`src/rtl/rca_pipelined_addsub.sv`:
```
// Pipelined ripple-carry adder/subtractor: WIDTH bits in STAGES slices, carry ripples one slice per clock.
// Latency: result valid STAGES edges after the accepting edge; one operation per cycle.
// Backpressure: a held, unconsumed result freezes every register and drops in_ready (no bubble collapsing).
module rca_pipelined_addsub #(
  parameter int WIDTH  = 32,
  parameter int STAGES = 4
) (
  input  logic             clk,
  input  logic             clr,
  input  logic             in_valid,
  output logic             in_ready,
  input  logic [WIDTH-1:0] a,
  input  logic [WIDTH-1:0] b,
  input  logic             c_in,
  input  logic             sub,
  output logic             out_valid,
  input  logic             out_ready,
  output logic [WIDTH-1:0] sum,
  output logic             c_out,
  output logic             overflow,
  output logic             zero
);

  localparam int SW   = WIDTH / STAGES;
  localparam int LAST = STAGES - 1;

  logic             stall;
  logic             advance;

  // Operand capture: B is inverted and the carry-in forced to 1 here for subtraction.
  logic             in_v_q;
  logic             in_c_q;
  logic [WIDTH-1:0] in_a_q;
  logic [WIDTH-1:0] in_b_q;

  assign stall    = out_valid & ~out_ready;
  assign advance  = ~stall;
  assign in_ready = ~stall;

  // Input register: accepts on in_valid & in_ready, bubbles enter as valid=0.
  always_ff @(posedge clk) begin
    if (clr) begin
      in_v_q <= 1'b0;
      in_c_q <= 1'b0;
      in_a_q <= '0;
      in_b_q <= '0;
    end else if (advance) begin
      in_v_q <= in_valid;
      in_c_q <= sub | c_in;
      in_a_q <= a;
      in_b_q <= sub ? ~b : b;
    end
  end

  for (genvar k = 0; k < STAGES; k++) begin : g_stage
    // Operand bits not yet added (this slice and above) and result bits produced so far.
    localparam int UW = WIDTH - k * SW;
    localparam int RW = (k + 1) * SW;

    logic          v_i;
    logic          c_i;
    logic [UW-1:0] a_u;
    logic [UW-1:0] b_u;
    logic [SW:0]   t;
    logic [RW-1:0] s_n;

    logic          v_q;
    logic          c_q;
    logic [RW-1:0] s_q;

    if (k == 0) begin : g_src
      assign v_i = in_v_q;
      assign c_i = in_c_q;
      assign a_u = in_a_q;
      assign b_u = in_b_q;
      assign s_n = t[SW-1:0];
    end else begin : g_src
      assign v_i = g_stage[k-1].v_q;
      assign c_i = g_stage[k-1].c_q;
      assign a_u = g_stage[k-1].g_skew.a_q;
      assign b_u = g_stage[k-1].g_skew.b_q;
      assign s_n = {t[SW-1:0], g_stage[k-1].s_q};
    end

    // One slice of ripple carry; t[SW] is the carry handed to the next stage.
    assign t = {1'b0, a_u[SW-1:0]} + {1'b0, b_u[SW-1:0]} + {{SW{1'b0}}, c_i};

    // Stage register; the final stage only loads data for valid results so outputs hold across bubbles.
    always_ff @(posedge clk) begin
      if (clr) begin
        v_q <= 1'b0;
        c_q <= 1'b0;
        s_q <= '0;
      end else if (advance) begin
        v_q <= v_i;
        if (k < LAST || v_i) begin
          c_q <= t[SW];
          s_q <= s_n;
        end
      end
    end

    if (k < LAST) begin : g_skew
      logic [UW-SW-1:0] a_q;
      logic [UW-SW-1:0] b_q;

      // Skew registers carry the operand slices still waiting for their carry.
      always_ff @(posedge clk) begin
        if (clr) begin
          a_q <= '0;
          b_q <= '0;
        end else if (advance) begin
          a_q <= a_u[UW-1:SW];
          b_q <= b_u[UW-1:SW];
        end
      end
    end else begin : g_flags
      logic ov_q;
      logic z_q;

      // Flags: carry into the MSB is recovered as a^b'^sum at that bit.
      always_ff @(posedge clk) begin
        if (clr) begin
          ov_q <= 1'b0;
          z_q  <= 1'b0;
        end else if (advance && v_i) begin
          ov_q <= a_u[SW-1] ^ b_u[SW-1] ^ t[SW-1] ^ t[SW];
          z_q  <= ~|s_n;
        end
      end
    end
  end

  assign out_valid = g_stage[LAST].v_q;
  assign sum       = g_stage[LAST].s_q;
  assign c_out     = g_stage[LAST].c_q;
  assign overflow  = g_stage[LAST].g_flags.ov_q;
  assign zero      = g_stage[LAST].g_flags.z_q;

endmodule

```
`config.mk`:
```
export PLATFORM = sky130hd
export DESIGN_NAME = rca_pipelined_addsub
export DESIGN_NICKNAME = d
export VERILOG_FILES = /design/src/rtl/rca_pipelined_addsub.sv
export SDC_FILE = /design/constraint.sdc
export NUM_CORES = 1
export LEC_CHECK = 0
export CORE_MARGIN = 2
export CORE_UTILIZATION = 30
export DETAILED_ROUTE_END_ITERATION = 16
export SLEW_MARGIN = 20
export SYNTH_ARGS = -nofsm -noshare
export SYNTH_HDL_FRONTEND = slang
export SYNTH_SLANG_ARGS = --single-unit
```
`constraint.sdc`:
```
create_clock -name clk -period 2.6 [get_ports clk]
set_clock_uncertainty 0.05 [all_clocks]
set_input_delay 0.52 -clock clk [delete_from_list [all_inputs] [get_ports clk]]
set_output_delay 0.52 -clock clk [all_outputs]
set_load 0.02 [all_outputs]
```
* Word level (Yosys, flattened, before mapping)
Index checks and enable logic that the tools add are counted.
** Storage, ports and cells
- Register bits :: 252
- Input port bits :: 70
- Output and inout bits :: 37
** Operators by class
- Add/subtract/negate cells :: 8
- Mux-type cells :: 1
- Bitwise operators :: 8
- Reductions and logical operators :: 4
** Operators with widths (number)
- $add A8 B8 Y9 :: 4
- $add A9 B1 Y9 :: 4
- $mux W32 :: 1
- $not A32 Y32 :: 1
- $reduce_or A32 Y1 :: 1
- $xor A1 B1 Y1 :: 3
- $not A1 Y1 :: 2
- $reduce_and A2 Y1 :: 1
- $and A1 B1 Y1 :: 1
- $logic_and A1 B1 Y1 :: 1
- $logic_not A1 Y1 :: 1
- $or A1 B1 Y1 :: 1

* Depth between registers and ports, before layout
Gate-level depths: netlist of the first run.
- Depth in word-level cells :: 4
- Mapped depth :: 10

* Worst setup path after synthesis of the first run
No wires, ideal clock.
- Path kind :: register to register
- Start point :: reg g_stage[2].c_q
- End point :: reg g_stage[3].g_flags.z_q, in the netlist zero
- Arrival time :: 2.716 ns
- Setup slack :: -0.237 ns
- Stages on the path, launching flop included :: 9
- Path through :: dfxtp_1 > fa_1 > fa_1 > a211oi_2 > nor2_1 > xor2_1 > or4_1 > or4b_1 > a21oi_1
** Between the ends
- Word-level cells in the longest chain between the ends :: 3
** Ends and longest elaborated chain
- start, declared :: line 68 : logic c_q;
- start signal, assigned :: line 97 : c_q <= t[SW];
- $add A9 B1 Y9 :: line 86 : assign t = {1'b0, a_u[SW-1:0]} + {1'b0, b_u[SW-1:0]} + {{SW{1'b0}}, c_i};
- $reduce_or A32 Y1 :: line 128 : z_q <= ~|s_n;
- $logic_not A1 Y1 :: line 128
- end signal, assigned :: line 128
- end, declared :: line 119 : logic z_q;
Every way passes these cells.
A chain may end at the register's enable or synchronous reset.

* Worst setup path in the final report of the first run
- Start point :: reg g_stage[2].g_skew.b_q[0]
- End point :: reg g_stage[3].g_flags.z_q, in the netlist zero
** Between the ends
- Word-level cells in the longest chain between the ends :: 4
** Ends and longest elaborated chain
- start, declared :: line 105 : logic [UW-SW-1:0] b_q;
- start signal, assigned :: line 114 : b_q <= b_u[UW-1:SW];
- $add A8 B8 Y9 :: line 86
- $add A9 B1 Y9 :: line 86
- net g_stage[3].t[1] :: line 64 : logic [SW:0] t;
- $reduce_or A32 Y1 :: line 128
- $logic_not A1 Y1 :: line 128
The timed path passes the listed nets, and every way through them passes these cells.

==> metrics, run 1 <==
run status finished, violations left; violated checks negative setup slack; Clk Tree Root Cell clkbuf_16; startpoint types flip-flop; Power Total 0.00837 W; PortBufs 106; final hold violations 0; dpl cell area 0.0117 mm²; endpoints failing setup 1; worst vdd ir 0.408 mV; Die Y 188 µm; global placement routability congestion 0.772; Max Clk Rate 349 MHz; crit share post-route 110%; post-DP HPWL 15.3 mm; CP max FO 2; io pins 107; Core Box Area 0.0334 mm²; Max Transition Viols Final 0; H-Tree Depth 1; total CTS buffers 26; max_slew headroom 65.1%; number of fill cells 3445; Synth Cell Area 0.0101 mm²; Sw Share 22.1%; sequential share of power 49.6%; Int Pwr 0.00652 W; Comb power frac 7.6%; Mapped Cells 1247; Pre-antenna DRT Iters 5; ANT cells 0; worst-margin pin slew 0.523 ns; Worst Path Required 3.00 ns; total gr overflow 0; switching power 0.00185 W; pre-CTS WS -0.238 ns; area delta synth->final 24.1%; DRT antenna net count 0; post-synthesis net count 1353; Die ar. 0.0353 mm²; CTS tree done; Crit Path Class reg -> reg; fin area 0.0126 mm²; Reg clk slew, reported paths 0.06 ns; Clk network pwr share 42.8%; DRC violations left 0; largest net degree at the start of global routing 108; Vias 8129; synthesized flop and latch total 252; most used routing layer in global routing met2; final std cells w/o fill 1785; DR vias/cell 4.55; first-pass GRT wire length 37.3 mm; Cell Pwr Density 665 mW/mm²; placed cells 1735; die span in x 188 µm; leakage power 4.78 nW; layout net count 1423; Routed WL 22.4 mm; final setup margin -0.266 ns; met1 usage 18.1%; 1st-iter DRT viols 400; RSZ-0062 raised after global routing yes; GR Layer Usage met2 18.8%; Clock Path Buffers 3; CTS sink cnt 252; Initial Util 30.3%; minimum clock period 2.87 ns; DR WL/cell 12.5 µm; clk_lat worst skew 0.52 ns; share of cells above drive strength 1 5.53%; vias in the first global route 7562; total track usage 12.4%; max-cap violations 0; Worst Setup End Kind flip-flop; synth warn 0; Rows 67; initial antenna violation count 0; worst hold path class in -> reg; syn avg cell area 8.13 µm²; register area share after synthesis 49.8%; tightest hold margin 0.358 ns; met3 usage 2.02%; Synth cell types 37; Arrival @ worst endpoint 3.27 ns
cells by family after synthesis:
group                    share of synthesized area (%)
AND/OR/NAND/NOR                                   20.3
AO/OA/AOI/OAI                                     16.2
flip-flops                                        49.8
buffers and inverters                             3.92
XOR/XNOR                                          4.41
adder cells (fa/ha/maj)                           5.03
multiplexers                                     0.296
cell usage after synthesis, drive strengths merged:
cell type	n	area share, %
o21bai	8	0.59
a2111oi	1	0.086
and2	2	0.12
nor4	6	0.37
dfxtp	252	50
a311oi	2	0.17
nor3	10	0.49
and4	1	0.086
buf	6	0.22
o21ai	8	0.39
fa	8	1.6
xor2	7	0.60
nand3	3	0.15
a211oi	48	3.6
inv	19	0.70
nor3b	3	0.22
or4b	1	0.099
nand2b	1	0.062
ha	28	3.5
nand3b	12	0.89
nand2	405	15
a21oi	206	10
xnor2	44	3.8
or3	10	0.62
mux2i	3	0.30
clkbuf	81	3.0
nor2	50	1.9
a21o	11	0.81
o211ai	3	0.22
nand4	1	0.062
or4	1	0.074
nor2b	3	0.19
o22ai	3	0.19
metal layers:
layer,wire (µm),vias up,part of all wire [%]
li1,-,4289,-
met1,11400,3658,51
met2,9440,153,42
met3,1190,29,5.3
met4,367,0,1.6
met5,0,-,0
per-stage QoR:
step / util (%) / setup TNS [ns]
after global placement: 35.0 / -0.212
after global routing: 37.6 / -0.514
after floorplan: - / -0.0982
after detailed placement: 35.0 / -0.278
after CTS: 37.5 / -0.249
final: 37.6 / -0.266
worst max-delay path, stage by stage, from the launching register on:
cell     delay (ns)
dfxtp_2        0.33
fa_2           0.41
fa_2           0.47
nor4_1         0.15
and4_1         0.22
nand4_1        0.10
or4_1          0.48
or4b_4         0.49
a21oi_2        0.11
placed cells by master, fill, tap and decap left out, drive strengths merged, types with 6 or more instances in the layout:
| master | n |
|---|---|
| buf | 26 |
| inv | 19 |
| nor2 | 50 |
| nand2 | 405 |
| fa | 8 |
| o21bai | 8 |
| a21o | 11 |
| o21ai | 8 |
| a211oi | 48 |
| xor2 | 7 |
| nor3 | 10 |
| or3 | 10 |
| ha | 28 |
| a21oi | 206 |
| clkdlybuf4s50 | 103 |
| clkbuf | 44 |
| xnor2 | 44 |
| nor4 | 6 |
| nand3b | 12 |
| dfxtp | 252 |
sequential cells by signal (all words and copies together) (netlist names):
signal              flops
g_stage.c_q             3
g_stage.g_skew.a_q     48
g_stage.c_i             1
g_stage.b_u            32
zero                    1
g_stage.v_i             1
g_stage.g_skew.b_q     48
g_stage.s_q            48
overflow                1
c_out                   1
g_stage.v_q             3
out_valid               1
sum                    32
g_stage.a_u            32
worst paths after layout:
kind / start / to / slack [ns] / depth (start not counted)
worst max-delay path: g_stage[2].g_skew.b_q[0]$_SDFFE_PP0N_ / zero$_SDFFE_PP0P_ / -0.27 / 8
worst min-delay path: clr / g_stage[1].s_q[9]$_SDFFE_PP0N_ / 0.36 / 2
worst max register to register: g_stage[2].g_skew.b_q[0]$_SDFFE_PP0N_ / zero$_SDFFE_PP0P_ / -0.27 / 8
worst min register to register: g_stage[0].g_skew.a_q[14]$_SDFFE_PP0N_ / g_stage[0].g_skew.a_q[14]$_SDFFE_PP0N_ / 0.40 / 2
power groups by stage:
stage | logic [W] | clock network (W) | registers (W)
2_1_floorplan | 0.000408 | 0 | 0.00421
3_3_place_gp | 0.000636 | 0 | 0.00423
3_5_place_dp | 0.000641 | 0 | 0.00424
4_1_cts | 0.000645 | 0.00370 | 0.00415
5_1_grt | 0.000716 | 0.00386 | 0.00418
6_report | 0.000633 | 0.00359 | 0.00415
final cells by class:
cell class,instances,area [µm²],area share [%]
flip-flops and latches,252,5050,40.1
clock inverters,4,45.0,0.358
inverters,19,76.3,0.606
repair buffers,129,1320,10.5
clock buffers,44,790,6.27
multi-input cells,889,4750,37.7
well taps,448,561,4.45
timing repair:
item                       CTS  global route
buffers inserted             1             1
pin swaps                    2             5
hold buffers                 0             0
resized for setup            1             8
setup endpoints to repair    2             3
(Power assumes the default switching activity.)
==> run 2: changes to the inputs <==
--- a/config.mk
+++ b/config.mk
@@ -12,3 +12,4 @@
 export SYNTH_ARGS = -nofsm -noshare
 export SYNTH_HDL_FRONTEND = slang
 export SYNTH_SLANG_ARGS = --single-unit
+export TNS_END_PERCENT = 50
==> metrics, run 2 (synthesis gave the netlist of run 1 again) <==
run status finished, violations left; violated checks negative setup slack; die span in x 188 µm (unchanged); commonest non-fill, non-tap cells in the layout nand2_1, dfxtp_1, a21oi_1; Die Y 188 µm (unchanged); largest net degree at the start of global routing 108 (unchanged); worst-margin pin slew 0.521 ns (-0.00178 ns); Clock Path Buffers 3 (unchanged); number of fill cells 3448 (+0.087%); max_slew headroom 65.2% (+0.12 points); worst path bufs/invs 0 (unchanged); setup slack, reg-to-reg -0.27 ns (about the same); setup_tns -0.281 ns (-0.0146 ns); Top delay family on crit path simple AND/OR/NAND/NOR gates; Worst Setup End Kind flip-flop; clk_lat worst skew 0.52 ns (about the same); PortBufs 106 (unchanged); post-layout util 37.5% (-0.16 points); minimum clock period 2.87 ns (+0.00308 ns); Initial Util 30.3% (unchanged); Clk Tree Root Cell clkbuf_16; 1st-iter DRT viols 391 (-2.3%); WHS Path Cells 2 (unchanged); RSZ-0062 raised after global routing yes; Max Clk Rate 349 MHz (-0.11%); Core Box Area 0.0334 mm² (unchanged); worst vdd ir 0.406 mV (-0.54%); hold buffers post-CTS 0 (unchanged); Die ar. 0.0353 mm² (unchanged); CTS sink cnt 252 (unchanged); biggest regs g_stage.g_skew.a_q x48, g_stage.g_skew.b_q x48, g_stage.s_q x48; Crit path depth 8 (unchanged); cells on worst reg2reg path 8 (unchanged); total CTS buffers 26 (unchanged); final setup margin -0.269 ns (-0.00308 ns); Max Transition Viols Final 0 (unchanged); Pre-antenna DRT Iters 4 (-1); ANT cells 0 (unchanged); tightest hold margin 0.362 ns (+0.00429 ns); H-Tree Depth 1 (unchanged); final hold violations 0 (unchanged); Hold Path End g_stage[1].s_q[9]$_SDFFE_PP0N_; CP max FO 2 (unchanged); CTS tree done; Vias 8112 (-0.21%); R2R Path Start g_stage[2].g_skew.b_q[0]$_SDFFE_PP0N_; worst-path cell chain fa_2, fa_2, nor4_1, and4_1, nand4_1, or4_1, or4b_4, a21oi_2; Rows 67 (unchanged); first-pass GRT wire length 37.2 mm (about the same); layout net count 1421 (-0.14%); total gr overflow 0 (unchanged); vias in the first global route 7552 (-0.13%); io pins 107 (unchanged); endpoints failing setup 2 (+1); DR WL/cell 12.6 µm (about the same); Cell Pwr Density 668 mW/mm² (+0.46%); cell mode on critical path fa_2; min-delay src clr; CP max-delay cell or4b_4; commonest non-fill, non-tap cell in the layout nand2_1; Crit Path Class reg -> reg; leakage power 4.76 nW (-0.43%); startpoint types flip-flop; DRT antenna net count 0 (unchanged); crit share post-route 110% (+0.12 points); area delta synth->final 23.6%; worst hold path class in -> reg; Worst Path Required 3.00 ns (about the same); DRC violations left 0 (unchanged); Arrival @ worst endpoint 3.27 ns (about the same); Reg clk slew, reported paths 0.06 ns (about the same); post-CTS setup buffer count 0 (-1); reg2reg end zero$_SDFFE_PP0P_; initial antenna violation count 0 (unchanged); max-cap violations 0 (unchanged); share of cells above drive strength 1 5.17% (-0.37 points); total track usage 12.4% (about the same); post-DP HPWL 15.3 mm (unchanged); Crit path largest cell delay 0.49 ns (about the same); DR vias/cell 4.55 (about the same); Routed WL 22.4 mm (about the same); global placement routability congestion 0.772 (unchanged)
[run 2: changes by cell type in the layout (fill, tap and decap cells not counted), sizes merged]
cell  previous run  this run
buf             26        24
[run 2: layout make-up]
type                       count  area (µm²)  share of cell area (%)
inverter                      19        76.3                   0.609
timing repair buffer         127        1300                    10.4
sequential                   252        5050                    40.3
tap                          448         561                    4.47
clock buffer                  44         790                    6.30
clock inverter                 4        45.0                   0.359
multi-input combinational    889        4720                    37.6
[run 2: what timing repair did]
action / 4_1_cts / 5_1_grt
setup endpoints to repair: 2 / 3
resized for setup: 1 / 2
cloned: 0 / 0
pin swaps: 2 / 0
[run 2: layer usage]
| layer | track usage [%] | wire, µm | vias up | part of all wire [%] |
|---|---|---|---|---|
| li1 | - | - | 4283 | - |
| met4 | 3.42 | 367 | 0 | 1.6 |
| met1 | 18.1 | 11600 | 3669 | 52 |
| met2 | 18.7 | 9450 | 129 | 42 |
| met3 | 2.02 | 1010 | 31 | 4.5 |
| met5 | 0 | 0 | - | 0 |
[run 2: power breakdown]
part | switching, W | internal [W] | total (W)
combinational | 0.000312 | 0.000320 | 0.000632
clock | 0.00144 | 0.00215 | 0.00359
sequential | 0.000108 | 0.00405 | 0.00415
total | 0.00186 | 0.00652 | 0.00838
[run 2: worst register-to-register path, delay by kind of cell (launching register included)]
kind            cells  cell delay, ns
simple gates        5            1.44
fa+ha+maj           2            0.88
flops               1            0.33
compound gates      1            0.11
[run 2: worst max path at each step]
stage	startpoint	endpoint	slack, ns
2_1_floorplan	g_stage[2].g_skew.b_q[0]$_SDFFE_PP0N_	zero$_SDFFE_PP0P_	-0.1
3_3_place_gp	g_stage[2].g_skew.b_q[0]$_SDFFE_PP0N_	zero$_SDFFE_PP0P_	-0.21
3_5_place_dp	g_stage[2].g_skew.b_q[0]$_SDFFE_PP0N_	zero$_SDFFE_PP0P_	-0.24
4_1_cts	g_stage[2].g_skew.b_q[0]$_SDFFE_PP0N_	zero$_SDFFE_PP0P_	-0.25
5_1_grt	g_stage[2].g_skew.b_q[0]$_SDFFE_PP0N_	zero$_SDFFE_PP0P_	-0.36
6_report	g_stage[2].g_skew.b_q[0]$_SDFFE_PP0N_	zero$_SDFFE_PP0P_	-0.27
[run 2: through the flow]
stage                     setup WS, ns  power, W  cell area (µm²)  cells
final                           -0.269   0.00838            12500   1783
after global routing            -0.364   0.00876            12500   1783
after CTS                       -0.249   0.00850            12500   1783
after detailed placement        -0.238   0.00488            11700   1735
after global placement          -0.212   0.00487            11700   1735
after floorplan                -0.0982   0.00461            10100   1247
==> run 3: changes to the inputs <==
--- a/config.mk
+++ b/config.mk
@@ -6,8 +6,9 @@
 export NUM_CORES = 1
 export LEC_CHECK = 0
 export CORE_MARGIN = 2
-export CORE_UTILIZATION = 30
+export CORE_UTILIZATION = 51
 export DETAILED_ROUTE_END_ITERATION = 16
+export PLACE_DENSITY = 0.76
 export SLEW_MARGIN = 20
 export SYNTH_ARGS = -nofsm -noshare
 export SYNTH_HDL_FRONTEND = slang
==> metrics, run 3 (synthesis gave the netlist of run 1 again) <==
run status finished, violations left; violated checks negative setup slack; layout net count 1417 (-0.28%); tightest hold margin 0.382 ns (+0.0195 ns); Sw Share 22.3% (+0.15 points); die span in x 145 µm (-23%); area delta synth->final 21.3%; DR vias/cell 5.17 (+14%); dpl cell area 0.0114 mm² (-2.4%); worst path bufs/invs 0 (unchanged); io pins 107 (unchanged); CP max-delay cell fa_2; Vias 8240 (+1.6%); RSZ-0062 raised after global routing yes; pre-CTS WS -0.206 ns (+0.0313 ns); initial antenna violation count 0 (unchanged); Power Total 0.00852 W (+1.7%); worst-path cell chain fa_2, fa_2, nor4_2, and4_1, nand4_1, or4_1, or4b_1, a21oi_1; hold buffers post-CTS 0 (unchanged); total gr overflow 0 (unchanged); DRC violations left 0 (unchanged); largest net degree at the start of global routing 133 (+23%); met1 usage 27.7% (+9.6 points); Max Transition Viols Final 0 (unchanged); DRT antenna net count 0 (unchanged); final std cells w/o fill 1594 (-11%); Clock Path Buffers 3 (unchanged); commonest non-fill, non-tap cell in the layout nand2_1; Initial Util 52.1% (+22 points); Worst Path Required 3.00 ns (about the same); ANT cells 0 (unchanged); cell mode on critical path fa_2; placed cells 1548 (-11%); Die Y 145 µm (-23%); share of cells above drive strength 1 5.49% (+0.32 points); minimum clock period 2.82 ns (-0.0454 ns); Pre-antenna DRT Iters 6 (+2); total CTS buffers 26 (unchanged); commonest non-fill, non-tap cells in the layout nand2_1, dfxtp_1, a21oi_1; 1st-iter DRT viols 572 (+46%); Crit Path Class reg -> reg; sequential share of power 48.7% (-0.9 points); Crit path largest cell delay 0.47 ns (-0.02 ns); final setup margin -0.224 ns (+0.0454 ns); Reg clk slew, reported paths 0.06 ns (about the same); Worst Setup End Kind flip-flop; crit share post-route 109% (-1.7 points); most used routing layer in global routing met2; CP max FO 2 (unchanged); Comb power frac 7.4% (-0.2 points); Clk network pwr share 43.9% (+1.0 points); leakage power 4.77 nW (+0.14%); global placement routability congestion 0.784 (+1.5%); Max Clk Rate 354 MHz (+1.6%); startpoint types flip-flop; first-pass GRT wire length 34.9 mm (-6.3%); Core Box Area 0.0195 mm² (-42%); multi-input logic area 0.00472 mm² (about the same); Arrival @ worst endpoint 3.22 ns (-0.05 ns); max-cap violations 0 (unchanged); final hold violations 0 (unchanged); post-DP HPWL 13.5 mm (-12%); worst hold path class in -> reg; clk_lat worst skew 0.52 ns (about the same); DR WL/cell 13.0 µm (+3.7%); biggest regs g_stage.g_skew.a_q x48, g_stage.g_skew.b_q x48, g_stage.s_q x48; CTS sink cnt 252 (unchanged); met3 usage 3.08% (+1.1 points); Int Pwr 0.00662 W (+1.5%); endpoints failing setup 1 (-1); Rows 51 (-24%); number of fill cells 1674 (-51%); Routed WL 20.8 mm (-7.3%); H-Tree Depth 1 (unchanged); Die ar. 0.0210 mm² (-40%); worst-margin pin slew 0.541 ns (+0.0195 ns); area of all sequential standard cells 0.00505 mm² (unchanged); Top delay family on crit path simple AND/OR/NAND/NOR gates; vias in the first global route 7314 (-3.2%); Clk Tree Root Cell clkbuf_16; worst vdd ir 0.500 mV (+23%); GR Layer Usage met2 30.5% (+12 points); Cell Pwr Density 693 mW/mm² (+3.7%); CTS tree done; total track usage 19.2% (+6.8 points); switching power 0.00190 W (+2.4%); max_slew headroom 63.9% (-1.3 points); fin area 0.0123 mm² (-1.9%); PortBufs 106 (unchanged)
-- run 3: cell type report --
type	instances	share of cell area, %
Multi-Input combinational cell	889	38.4
Clock inverter	12	0.987
Clock buffer	34	6.20
Sequential cell	252	41.0
Tap cell	265	2.70
Inverter	19	0.621
Timing Repair Buffer	123	10.1
-- run 3: final timing paths --
| kind | startpoint | to | slack, ns | cells after the start |
|---|---|---|---|---|
| worst max-delay path | g_stage[2].g_skew.b_q[0]$_SDFFE_PP0N_ | zero$_SDFFE_PP0P_ | -0.22 | 8 |
| worst min-delay path | clr | g_stage[2].s_q[19]$_SDFFE_PP0N_ | 0.38 | 2 |
| worst min register to register | g_stage[0].b_u[12]$_SDFFE_PP0N_ | g_stage[0].g_skew.b_q[4]$_SDFFE_PP0N_ | 0.40 | 2 |
| worst max register to register | g_stage[2].g_skew.b_q[0]$_SDFFE_PP0N_ | zero$_SDFFE_PP0P_ | -0.22 | 8 |
-- run 3: metrics by stage --
| stage | setup TNS [ns] | util (%) |
|---|---|---|
| after floorplan | -0.0982 | - |
| after global placement | -0.192 | 58.6 |
| after detailed placement | -0.206 | 58.6 |
| after CTS | -0.219 | 63.2 |
| after global routing | -0.323 | 63.2 |
| final | -0.224 | 63.2 |
-- run 3: repair_timing --
action,4_1_cts,5_1_grt
pin swaps,0,4
cloned,0,0
buffers inserted,0,0
gates resized for setup,0,2
setup endpoints to repair,1,2
-- run 3: metal layers --
layer | vias to the layer above | wire [µm]
li1 | 4261 | -
met2 | 177 | 9510
met1 | 3777 | 9920
met5 | - | 0
met4 | 0 | 294
met3 | 25 | 1040
-- run 3: worst reg2reg max path, stage by stage, from the launching register on --
cell	delay, ns
dfxtp_2	0.33
fa_2	0.41
fa_2	0.47
nor4_2	0.13
and4_1	0.21
nand4_1	0.10
or4_1	0.47
or4b_1	0.47
a21oi_1	0.13
-- run 3: power groups by stage --
| stage | logic, W | clock network, W | registers (W) |
|---|---|---|---|
| floorplan | 0.000408 | 0 | 0.00421 |
| global placement | 0.000614 | 0 | 0.00423 |
| detailed placement | 0.000625 | 0 | 0.00424 |
| CTS | 0.000633 | 0.00381 | 0.00415 |
| global route | 0.000702 | 0.00398 | 0.00417 |
| finish | 0.000630 | 0.00374 | 0.00415 |
